**src/rtl/cpu_pkg.sv**
```systemverilog
`default_nettype none
// ============================================================================
//  Module   : cpu_pkg
//  Purpose  : Shared encodings for the multi-cycle CPU controller: FSM state
//             enum, opcode/ext field values, condition codes, flag indices.
//  Revision : 1.0 - initial release
// ============================================================================
package cpu_pkg;

    typedef enum logic [2:0] {
        S_FETCH      = 3'd0,
        S_FETCH_WAIT = 3'd1,
        S_EXEC       = 3'd2,
        S_MEM_WAIT   = 3'd3,
        S_HALT       = 3'd4
    } state_t;

    // Major opcodes (instr[15:12])
    localparam logic [3:0] c_OP_RTYPE = 4'b0000;
    localparam logic [3:0] c_OP_ANDI  = 4'b0010;
    localparam logic [3:0] c_OP_ORI   = 4'b0011;
    localparam logic [3:0] c_OP_MEM   = 4'b0100;
    localparam logic [3:0] c_OP_UNDEF = 4'b1000;
    localparam logic [3:0] c_OP_CMPI  = 4'b1011;
    localparam logic [3:0] c_OP_BCOND = 4'b1100;
    localparam logic [3:0] c_OP_MOVI  = 4'b1101;

    // Extended opcodes (instr[7:4])
    localparam logic [3:0] c_EXT_LOAD  = 4'b0000;
    localparam logic [3:0] c_EXT_HALT  = 4'b0001;
    localparam logic [3:0] c_EXT_STOR  = 4'b0100;
    localparam logic [3:0] c_EXT_JAL   = 4'b1000;
    localparam logic [3:0] c_EXT_CMP   = 4'b1011;
    localparam logic [3:0] c_EXT_JCOND = 4'b1100;

    // Condition codes carried in the Rdest field
    localparam logic [3:0] c_COND_EQ = 4'b0000;
    localparam logic [3:0] c_COND_NE = 4'b0001;
    localparam logic [3:0] c_COND_CS = 4'b0010;
    localparam logic [3:0] c_COND_CC = 4'b0011;
    localparam logic [3:0] c_COND_HI = 4'b0100;
    localparam logic [3:0] c_COND_LS = 4'b0101;
    localparam logic [3:0] c_COND_GT = 4'b0110;
    localparam logic [3:0] c_COND_LE = 4'b0111;
    localparam logic [3:0] c_COND_FS = 4'b1000;
    localparam logic [3:0] c_COND_FC = 4'b1001;
    localparam logic [3:0] c_COND_UC = 4'b1110;

    // Bit positions inside the {L,C,F,Z,N} flags vector
    localparam int c_FLAG_L = 4;
    localparam int c_FLAG_C = 3;
    localparam int c_FLAG_F = 2;
    localparam int c_FLAG_Z = 1;
    localparam int c_FLAG_N = 0;

    // Immediate ALU ops are exactly the opcodes whose low two bits are non-zero
    function automatic logic is_imm_op(input logic [3:0] op);
        return (op[1:0] != 2'b00);
    endfunction

    // Logical immediates and MOVI take an unsigned byte
    function automatic logic is_zext_op(input logic [3:0] op);
        return (op == c_OP_ANDI) || (op == c_OP_ORI) || (op == c_OP_MOVI);
    endfunction

endpackage
`default_nettype wire

```
**src/rtl/cond_eval.sv**
```systemverilog
`default_nettype none
// ============================================================================
//  Module   : cond_eval
//  Purpose  : Combinational branch-condition evaluator: flags + 4-bit
//             condition code -> taken.
//  Revision : 1.0 - initial release
// ============================================================================
module cond_eval
    import cpu_pkg::*;
(
    input  logic [4:0] i_flags,
    input  logic [3:0] i_cond,
    output logic       o_taken
);

    // Select the flag test named by the condition code; unlisted codes never take
    always_comb begin
        o_taken = 1'b0;
        case (i_cond)
            c_COND_EQ: o_taken =  i_flags[c_FLAG_Z];
            c_COND_NE: o_taken = ~i_flags[c_FLAG_Z];
            c_COND_CS: o_taken =  i_flags[c_FLAG_C];
            c_COND_CC: o_taken = ~i_flags[c_FLAG_C];
            c_COND_HI: o_taken =  i_flags[c_FLAG_L];
            c_COND_LS: o_taken = ~i_flags[c_FLAG_L];
            c_COND_GT: o_taken =  i_flags[c_FLAG_N];
            c_COND_LE: o_taken = ~i_flags[c_FLAG_N];
            c_COND_FS: o_taken =  i_flags[c_FLAG_F];
            c_COND_FC: o_taken = ~i_flags[c_FLAG_F];
            c_COND_UC: o_taken = 1'b1;
            default:   o_taken = 1'b0;
        endcase
    end

endmodule
`default_nettype wire

```
**src/rtl/cpu_controller.sv**
```systemverilog
`default_nettype none
// ============================================================================
//  Module   : cpu_controller
//  Purpose  : Multi-cycle fetch/decode/execute control FSM. Owns the PC and
//             the memory request handshake; drives datapath register and
//             flag enables, operand selects and the immediate.
//  Revision : 1.0 - initial release
// ============================================================================
module cpu_controller
    import cpu_pkg::*;
#(
    parameter logic [15:0] RESET_PC    = 16'h0000,
    parameter int          MEM_TIMEOUT = 255
) (
    input  logic        clk,
    input  logic        reset,
    input  logic [15:0] mem_rdata,
    input  logic        mem_ready,
    input  logic [15:0] mux_a_out,
    input  logic [15:0] mux_b_out,
    input  logic [4:0]  flags,
    output logic        mem_req,
    output logic        mem_we,
    output logic [15:0] mem_addr,
    output logic [15:0] mem_wdata,
    output logic [15:0] regEnable,
    output logic [3:0]  a_select,
    output logic [3:0]  b_select,
    output logic        use_imm,
    output logic [15:0] immediate,
    output logic [7:0]  opCode,
    output logic        flagsEn,
    output logic        bus_select,
    output logic [15:0] pc,
    output logic        fault
);

    localparam logic [15:0] c_TMO_LAST = 16'(MEM_TIMEOUT - 1);

    state_t      r_state;
    logic [15:0] r_instr;
    logic [15:0] r_pc;
    logic        r_fault;
    logic [15:0] r_tmo;
    logic        r_req;
    logic        r_we;
    logic [15:0] r_addr;
    logic [15:0] r_wdata;
    logic [15:0] r_reg_en;
    logic [3:0]  r_a_sel;
    logic [3:0]  r_b_sel;
    logic        r_use_imm;
    logic [15:0] r_imm;
    logic [7:0]  r_opcode;
    logic        r_flags_en;
    logic        r_bus_sel;

    // Fields of the latched instruction, used while executing
    logic [3:0]  w_op;
    logic [3:0]  w_ext;
    logic [3:0]  w_rdest;
    logic [15:0] w_disp;
    logic        w_taken;
    logic        w_ld_done;

    // Decode of the word arriving on mem_rdata, so EXEC outputs are registered
    logic [3:0]  w_f_op;
    logic [3:0]  w_f_ext;
    logic [7:0]  w_f_imm8;
    logic        w_f_wb;
    logic        w_f_flg;
    logic        w_f_bus;
    logic        w_f_use_imm;
    logic [15:0] w_f_imm;

    assign w_op     = r_instr[15:12];
    assign w_ext    = r_instr[7:4];
    assign w_rdest  = r_instr[11:8];
    assign w_disp   = {{8{r_instr[7]}}, r_instr[7:0]};

    assign w_f_op   = mem_rdata[15:12];
    assign w_f_ext  = mem_rdata[7:4];
    assign w_f_imm8 = mem_rdata[7:0];

    cond_eval u_cond_eval (
        .i_flags (flags),
        .i_cond  (w_rdest),
        .o_taken (w_taken)
    );

    // Load data is only valid while mem_ready is high, so its write-back pulse
    // is qualified by mem_ready in the same cycle rather than registered.
    assign w_ld_done = ~reset && (r_state == S_MEM_WAIT) && mem_ready && ~r_we;

    // Classify the incoming instruction word into write-back/flag/immediate controls
    always_comb begin
        w_f_wb      = 1'b0;
        w_f_flg     = 1'b0;
        w_f_bus     = 1'b0;
        w_f_use_imm = 1'b0;
        w_f_imm     = 16'h0000;
        if (w_f_op == c_OP_RTYPE) begin
            w_f_flg = 1'b1;
            w_f_wb  = (w_f_ext != c_EXT_CMP);
        end else if (is_imm_op(w_f_op)) begin
            w_f_flg     = 1'b1;
            w_f_wb      = (w_f_op != c_OP_CMPI);
            w_f_use_imm = 1'b1;
            w_f_imm     = is_zext_op(w_f_op) ? {8'h00, w_f_imm8}
                                             : {{8{w_f_imm8[7]}}, w_f_imm8};
        end else if ((w_f_op == c_OP_MEM) && (w_f_ext == c_EXT_JAL)) begin
            w_f_wb  = 1'b1;
            w_f_bus = 1'b1;
        end
    end

    // Controller FSM: state, PC, fault and all registered control outputs
    always_ff @(posedge clk) begin
        if (reset) begin
            r_state    <= S_FETCH;
            r_instr    <= 16'h0000;
            r_pc       <= RESET_PC;
            r_fault    <= 1'b0;
            r_tmo      <= 16'h0000;
            r_req      <= 1'b0;
            r_we       <= 1'b0;
            r_addr     <= 16'h0000;
            r_wdata    <= 16'h0000;
            r_reg_en   <= 16'h0000;
            r_a_sel    <= 4'h0;
            r_b_sel    <= 4'h0;
            r_use_imm  <= 1'b0;
            r_imm      <= 16'h0000;
            r_opcode   <= 8'h00;
            r_flags_en <= 1'b0;
            r_bus_sel  <= 1'b0;
        end else begin
            // Enables are single-cycle pulses unless re-armed below
            r_reg_en   <= 16'h0000;
            r_flags_en <= 1'b0;
            r_bus_sel  <= 1'b0;
            case (r_state)
                S_FETCH: begin
                    r_req   <= 1'b1;
                    r_we    <= 1'b0;
                    r_addr  <= r_pc;
                    r_tmo   <= 16'h0000;
                    r_state <= S_FETCH_WAIT;
                end
                S_FETCH_WAIT: begin
                    if (mem_ready) begin
                        r_req      <= 1'b0;
                        r_instr    <= mem_rdata;
                        r_pc       <= r_pc + 16'd1;
                        r_a_sel    <= mem_rdata[11:8];
                        r_b_sel    <= mem_rdata[3:0];
                        r_opcode   <= {w_f_op, w_f_ext};
                        r_use_imm  <= w_f_use_imm;
                        r_imm      <= w_f_imm;
                        r_reg_en   <= w_f_wb ? (16'd1 << mem_rdata[11:8]) : 16'h0000;
                        r_flags_en <= w_f_flg;
                        r_bus_sel  <= w_f_bus;
                        r_state    <= S_EXEC;
                    end else if (r_tmo == c_TMO_LAST) begin
                        r_req   <= 1'b0;
                        r_fault <= 1'b1;
                        r_state <= S_HALT;
                    end else begin
                        r_tmo <= r_tmo + 16'd1;
                    end
                end
                S_EXEC: begin
                    r_state <= S_FETCH;
                    case (w_op)
                        c_OP_MEM: begin
                            case (w_ext)
                                c_EXT_LOAD: begin
                                    r_req   <= 1'b1;
                                    r_we    <= 1'b0;
                                    r_addr  <= mux_b_out;
                                    r_tmo   <= 16'h0000;
                                    r_state <= S_MEM_WAIT;
                                end
                                c_EXT_STOR: begin
                                    r_req   <= 1'b1;
                                    r_we    <= 1'b1;
                                    r_addr  <= mux_b_out;
                                    r_wdata <= mux_a_out;
                                    r_tmo   <= 16'h0000;
                                    r_state <= S_MEM_WAIT;
                                end
                                c_EXT_JAL:   r_pc <= mux_b_out;
                                c_EXT_JCOND: if (w_taken) r_pc <= mux_b_out;
                                c_EXT_HALT:  r_state <= S_HALT;
                                default:     r_fault <= 1'b1;
                            endcase
                        end
                        // r_pc already points past the branch here
                        c_OP_BCOND: if (w_taken) r_pc <= r_pc + w_disp;
                        c_OP_UNDEF: r_fault <= 1'b1;
                        default: ;
                    endcase
                end
                S_MEM_WAIT: begin
                    if (mem_ready) begin
                        r_req   <= 1'b0;
                        r_we    <= 1'b0;
                        r_state <= S_FETCH;
                    end else if (r_tmo == c_TMO_LAST) begin
                        r_req   <= 1'b0;
                        r_we    <= 1'b0;
                        r_fault <= 1'b1;
                        r_state <= S_HALT;
                    end else begin
                        r_tmo <= r_tmo + 16'd1;
                    end
                end
                S_HALT: begin
                    r_req <= 1'b0;
                    r_we  <= 1'b0;
                end
                default: r_state <= S_FETCH;
            endcase
        end
    end

    // Write strobes are suppressed while reset is high so an abandoned
    // instruction never commits in the reset cycle.
    assign regEnable  = reset ? 16'h0000
                              : (r_reg_en | (w_ld_done ? (16'd1 << w_rdest) : 16'h0000));
    assign flagsEn    = r_flags_en & ~reset;
    assign bus_select = ~reset & (r_bus_sel | w_ld_done);

    assign mem_req    = r_req;
    assign mem_we     = r_we;
    assign mem_addr   = r_addr;
    assign mem_wdata  = r_wdata;
    assign a_select   = r_a_sel;
    assign b_select   = r_b_sel;
    assign use_imm    = r_use_imm;
    assign immediate  = r_imm;
    assign opCode     = r_opcode;
    assign pc         = r_pc;
    assign fault      = r_fault;

endmodule
`default_nettype wire
```
**config.mk**
```make
export PLATFORM = sky130hd
export DESIGN_NAME = cpu_controller
export DESIGN_NICKNAME = d
export VERILOG_FILES = /design/src/rtl/cpu_pkg.sv /design/src/rtl/cond_eval.sv /design/src/rtl/cpu_controller.sv
export SDC_FILE = /design/constraint.sdc
export NUM_CORES = 1
export LEC_CHECK = 0
export BUFFER_PORTS_ARGS = -buffer_cell sky130_fd_sc_hd__buf_4
export CORE_MARGIN = 1.5
export CORE_UTILIZATION = 55
export CTS_CLUSTER_SIZE = 20
export DETAILED_ROUTE_END_ITERATION = 16
export PLACE_DENSITY = 0.82
export SETUP_SLACK_MARGIN = 0.1
export SLEW_MARGIN = 20
export SYNTH_ARGS = -nofsm -noshare
export SYNTH_HDL_FRONTEND = slang
export SYNTH_SLANG_ARGS = --single-unit
```
**constraint.sdc**
```tcl
create_clock -name clk -period 7.87 [get_ports clk]
set_input_delay 0.3935 -clock clk [delete_from_list [all_inputs] [get_ports clk]]
set_output_delay 0.3935 -clock clk [all_outputs]
set_load 0.01 [all_outputs]
```
== Yosys cells after proc, flatten, opt, wreduce, memory -nomap -nowiden ==
Cells that the tools add are included.

* Add/subtract/negate cells: 3
* Multipliers: 0
* Div/mod/pow operators: 0
* Magnitude comparators: 0
* Eq/ne operators: 44
* Shift operators: 2
* Muxes and demuxes: 45
* Bitwise operators: 14
* Reductions and logical operators: 32

{| class="wikitable"
|+ Operators with widths
! kind !! count
|-
| 16-bit two-way mux || 14
|-
| 16-bit case mux with 2 select lines || 4
|-
| 16-bit case mux with 3 select lines || 1
|-
| 4-bit equality test, second input constant || 9
|-
| 16-bit by 1-bit adder with 16-bit output, second input constant || 2
|-
| 1-bit by 4-bit left shift with 16-bit output, first input constant || 2
|-
| 4-bit by 3-bit equality test with 1-bit output, second input constant || 7
|-
| 16-bit adder || 1
|-
| 16-bit by 8-bit equality test with 1-bit output, second input constant || 1
|-
| 4-bit by 2-bit equality test with 1-bit output, second input constant || 4
|-
| 16-bit bitwise OR || 1
|-
| 3-bit case mux with 5 select lines || 1
|-
| 1-bit two-way mux || 14
|-
| 4-bit logical NOT || 3
|-
| 3-bit two-way mux || 4
|-
| 1-bit case mux with 11 select lines || 1
|-
| 1-bit NOT || 10
|-
| 5-bit AND reduction || 2
|-
| 5-bit OR reduction || 2
|-
| 3-bit by 1-bit != test with 1-bit output, second input constant || 3
|-
| 3-bit by 2-bit != test with 1-bit output, second input constant || 3
|-
| 4-bit by 1-bit equality test with 1-bit output, second input constant || 2
|-
| 2-bit != test, second input constant || 4
|-
| 4-bit by 3-bit != test with 1-bit output, second input constant || 2
|-
| other kinds (25) || 43
|}

* Register bits after elaboration: 137
* Latch bits: 0
* RAM bits: 0
* Memory bits (read-only): 0
* Input port bits: 56
* Output and inout bits: 102
* Logic and storage cells: 157
* Memories: 0

== Logic depth before layout (Yosys ltp) ==
* Word-level depth: 7
* Mapped depth: 9
* Gate-level depth less buffers: 9

== Modules after synthesis ==
Synthesis repeated with hierarchy kept, for this count alone.

* Cell total of the unflattened synthesis: 831
* Area, all modules: 6294.8 µm²

{| class="wikitable"
|+ By module, submodules not included
! module !! instances !! cells an instance !! area an instance (µm²) !! seq. area each (µm²)
|-
| cpu_controller || 1 || 819 || 6211.0 || 2282.2
|-
| cond_eval || 1 || 12 || 83.8 || 0.0
|}

== Least setup slack after synthesis ==
No wires, ideal clock.

* Path type: register -> register
* Start point: register r_pc[0] (netlist: pc[0])
* End point: register r_pc[10] (netlist: pc[10])
* Library setup time: 58 ps
* Arrival time: 2771 ps
* Data required time: 7812 ps
* Slack: 5040 ps
* Stages on the path, launching flop included: 10
* Cells stage by stage: dfxtp_1 -> ha_1 -> inv_1 -> fa_1 -> nor2b_1 -> o211ai_1 -> a2111oi_2 -> mux2_2 -> a2111oi_0 -> a31o_2

* Longest elaborated chain between the ends: 4
* Elaborated cells between the ends (all ways): 6
* Classes of those cells: add/sub (2); mux (4)

{| class="wikitable"
|+ RTL lines
! element !! RTL line !! text
|-
| start: declaration || cpu_controller.sv:42 || <nowiki>logic [15:0] r_pc;</nowiki>
|-
| start signal: assignment || cpu_controller.sv:154 || <nowiki>r_pc <= r_pc + 16'd1;</nowiki>
|-
| start signal: assignment || cpu_controller.sv:192 || <nowiki>c_EXT_JAL: r_pc <= mux_b_out;</nowiki>
|-
| start signal: assignment || cpu_controller.sv:193 || <nowiki>c_EXT_JCOND: if (w_taken) r_pc <= mux_b_out;</nowiki>
|-
| 16-bit adder || cpu_controller.sv:199 || <nowiki>c_OP_BCOND: if (w_taken) r_pc <= r_pc + w_disp;</nowiki>
|-
| 16-bit two-way mux || cpu_controller.sv:199 ||
|-
| 16-bit case mux with 2 select lines || cpu_controller.sv:174 || <nowiki>case (w_op)</nowiki>
|-
| 16-bit case mux with 2 select lines (*) || cpu_controller.sv:142 || <nowiki>case (r_state)</nowiki>
|}

Every way passes the cells marked *; elsewhere a longest branch is shown, timed or not. The select of a mux whose other input is x is not followed.
A chain may end at the register's enable or synchronous reset.

== Final worst setup path ==
Ends and elaborated chain as after synthesis.

==> flow_metrics.tcl <==
set metrics [dict create \
    vias 6562 \
    seq_power_share_pct 38.9 \
    avgSynthCellArea_um2 7.712 \
    cp-end-kind "register" \
    wl_per_cell_um 17.52 \
    wl_mm 19.01 \
    nets 1007 \
    clk_pin_slew_ns 0.06 \
    rsz0062_at_grt "no" \
    ios 158 \
    yosysUniqueCellTypes 70 \
    internal_power_w 0.001187 \
    drive_gt1_share_pct 22.86 \
    critPathMaxStageDelay_ns 0.60 \
    floorplan.initialDensity_pct 56.84 \
    fin_crit_sh_pct 40.24 \
    antenna_found_initial 0 \
    dieArea_um2 11950 \
    drt_iter0_markers 608 \
    fp.dieH_um 109.3 \
    cp.required_ns 8.23 \
    grt_pass1_vias 6118 \
    cts_resized 0 \
    fillers 844 \
    setup_violations 0 \
    fmax_mhz 315.7 \
    synth-main-ff-cell "dfxtp_1" \
    dpl_worst_slack_ns 4.795 \
    grt-ovfl-total 0 \
    vdd_ir_drop_max_mv 0.1427 \
    p_clk_share_pct 49.7 \
    globalplace.congestion 0.9526 \
    drc 0 \
    cts.sinks 114 \
    finalHoldViolCount 0 \
    swShare_pct 25.44 \
    cp_top_family "compound AO/OA/AOI/OAI gates" \
    synthToLayoutAreaGrowth_pct 28.40 \
    synth-edff-count 0 \
    die_w_um 109.3 \
    grt_pass1_wl_mm 29.99 \
    crit_buf_inv 1 \
    tightest_slew_ns 0.8995 \
    clock_latency_ns 0.42 \
    syn_area_um2 6216 \
    yosysSeqAreaShare_pct 36.71 \
    critical_path_peak_fanout 8 \
    cts_root_buf "clkbuf_16" \
    crit_chain "ha_1 > inv_1 > fa_1 > nor2b_1 > o211ai_1 > a2111oi_2 > mux2_2 > a2111oi_0 > a31o_2" \
    dp_hpwl_mm 13.19 \
    cts.path.max_buffers 2 \
    skew_ns 0.007831 \
    pwr-share-comb_pct 11.4 \
    n_antenna_cell 0 \
    ant_nets 0 \
    slew_viol_final 0 \
    powerDensity_nw_per_um2 199.4 \
    period_minus_slack_ns 3.167 \
    max-cap-violations 0 \
    status "finished clean" \
    grt_max_degree 85 \
    netlist_instances 806 \
    grtUsageTotal_pct 32.41 \
    final_cell_mix "buf_4, nand2_1, dfxtp_1, nor2_1, a21oi_1" \
    slew-limit-headroom_pct 40.03 \
    vias_per_cell 6.048 \
    setup-tns-final_ns 0 \
    cts_hold_buf 0 \
    synth_nets 881 \
    core-area_um2 10940 \
    min_path_type "in2reg" \
    slowest_stage "a2111oi_2" \
    postCtsSetupRepairBufs 0 \
    leakage_nw 3.167 \
    rows 38 \
    async_reset_ff_share_pct 0 \
    setup_slack_ns 4.703 \
    layout_commonest_cell "buf_4" \
    startpoint_type "register" \
    power.switching_w 0.0004050 \
    cts.htree.levels 4 \
    critPathArrivalTime_ns 3.53 \
    synth_warnings 0 \
    drt-pass1-iter-count 7 \
    cts_buffers 17 \
    cts_tree "built" \
    io_buffers 157 \
    critical_path_class "reg2reg" \
    ys_seq_elements 114 \
]
metrics by stage:
stage               cells  cell area (um2)  util [%]  total power [W]  hold WS (ns)
detailed placement   1053             7370     67.39        0.0008084        0.4491
finish               1085             7981     72.99         0.001592        0.2064
global route         1085             7981     72.99         0.001641        0.2089
global placement     1053             7370     67.39        0.0008029        0.4394
floorplan             806             6216         -        0.0007315        0.4703
CTS                  1085             7981     72.99         0.001596        0.1907
worst register-to-register path, cell delays in order, from the launching register on:
cell and delay, ns:
dfxtp_1 0.46, ha_1 0.24, inv_1 0.06, fa_1 0.40
nor2b_1 0.18, o211ai_1 0.17, a2111oi_2 0.61, mux2_2 0.39
a2111oi_0 0.42, a31o_2 0.17
synth_stat cells (all sizes together) (4+ instances only):
master	number	area share, %
ha	18	3.6
a31oi	10	1.0
o21ai	23	2.0
mux2i	4	0.64
xor2	15	2.1
o32ai	4	0.56
nand3	29	2.3
and2	4	0.40
or3b	4	0.60
nor3b	6	0.89
o2111ai	6	0.85
inv	15	0.91
nand2	140	8.5
nand2b	4	0.40
a21o	5	0.60
dfxtp	114	37
nor3	21	1.7
a2111oi	5	0.91
and3	12	1.2
nor2	93	5.6
buf	28	2.7
o211ai	8	0.97
xnor2	14	2.0
nor4	7	0.70
clkbuf	30	1.8
a21oi	89	7.2
nand4	7	0.70
a311oi	20	2.8
a211oi	10	1.4
nor2b	9	0.91
routing by layer:
layer	vias up	routed length [um]	track usage (%)
met1	3059	7750	38.85
li1	3142	-	-
met5	-	0	0
met2	313	9265	54.55
met4	0	501	14.56
met3	48	1490	8.417
power by group through the flow:
stage	registers [W]	clock network, W	logic [W]
global placement	0.000628	0	0.000174
detailed placement	0.000630	0	0.000179
floorplan	0.000631	0	0.000100
global route	0.000621	0.000822	0.000198
finish	0.000619	0.000791	0.000182
CTS	0.000618	0.000798	0.000180
registers in the layout, summed over array words and instances, names as in the netlist, 3 cells and up:
name / cells
mem_addr: 16
r_tmo: 16
r_state: 3
r_reg_en: 16
r_instr: 16
mem_wdata: 16
immediate: 9
pc: 16
final timing paths:
kind                             start                         to  slack (ns)  depth (start not counted)
min reg2reg  mem_wdata[8]$_SDFFE_PP0P_  mem_wdata[8]$_SDFFE_PP0P_        0.46                          2
max reg2reg         pc[0]$_SDFFE_PP0P_        pc[10]$_SDFFE_PP0P_        4.70                          9
max                 pc[0]$_SDFFE_PP0P_        pc[10]$_SDFFE_PP0P_        4.70                          9
min                       mem_rdata[8]     r_reg_en[4]$_SDFF_PP0_        0.21                          2
logic make-up (layout without fill, tap and decap cells):
group	Yosys count	in the layout	synth area share [%]
AO/OA/AOI/OAI	213	213	22.93
AND/OR/NAND/NOR	353	353	26.07
flip-flops	114	114	36.71
adder cells (fa/ha/maj)	19	19	3.945
XOR/XNOR	29	29	4.086
multiplexers	5	5	0.8253
buffers and inverters	73	212	5.435
final cells by class:
type	count	area (um2)	share of cell area [%]
multi-input cells	619	3617	45.32
flip-flops and latches	114	2282	28.59
repair buffers	165	1239	15.52
clock buffers	20	456.7	5.722
well taps	140	175.2	2.195
clock inverters	12	155.1	1.944
inverters	15	56.30	0.7054
(Power assumes the default switching activity.)
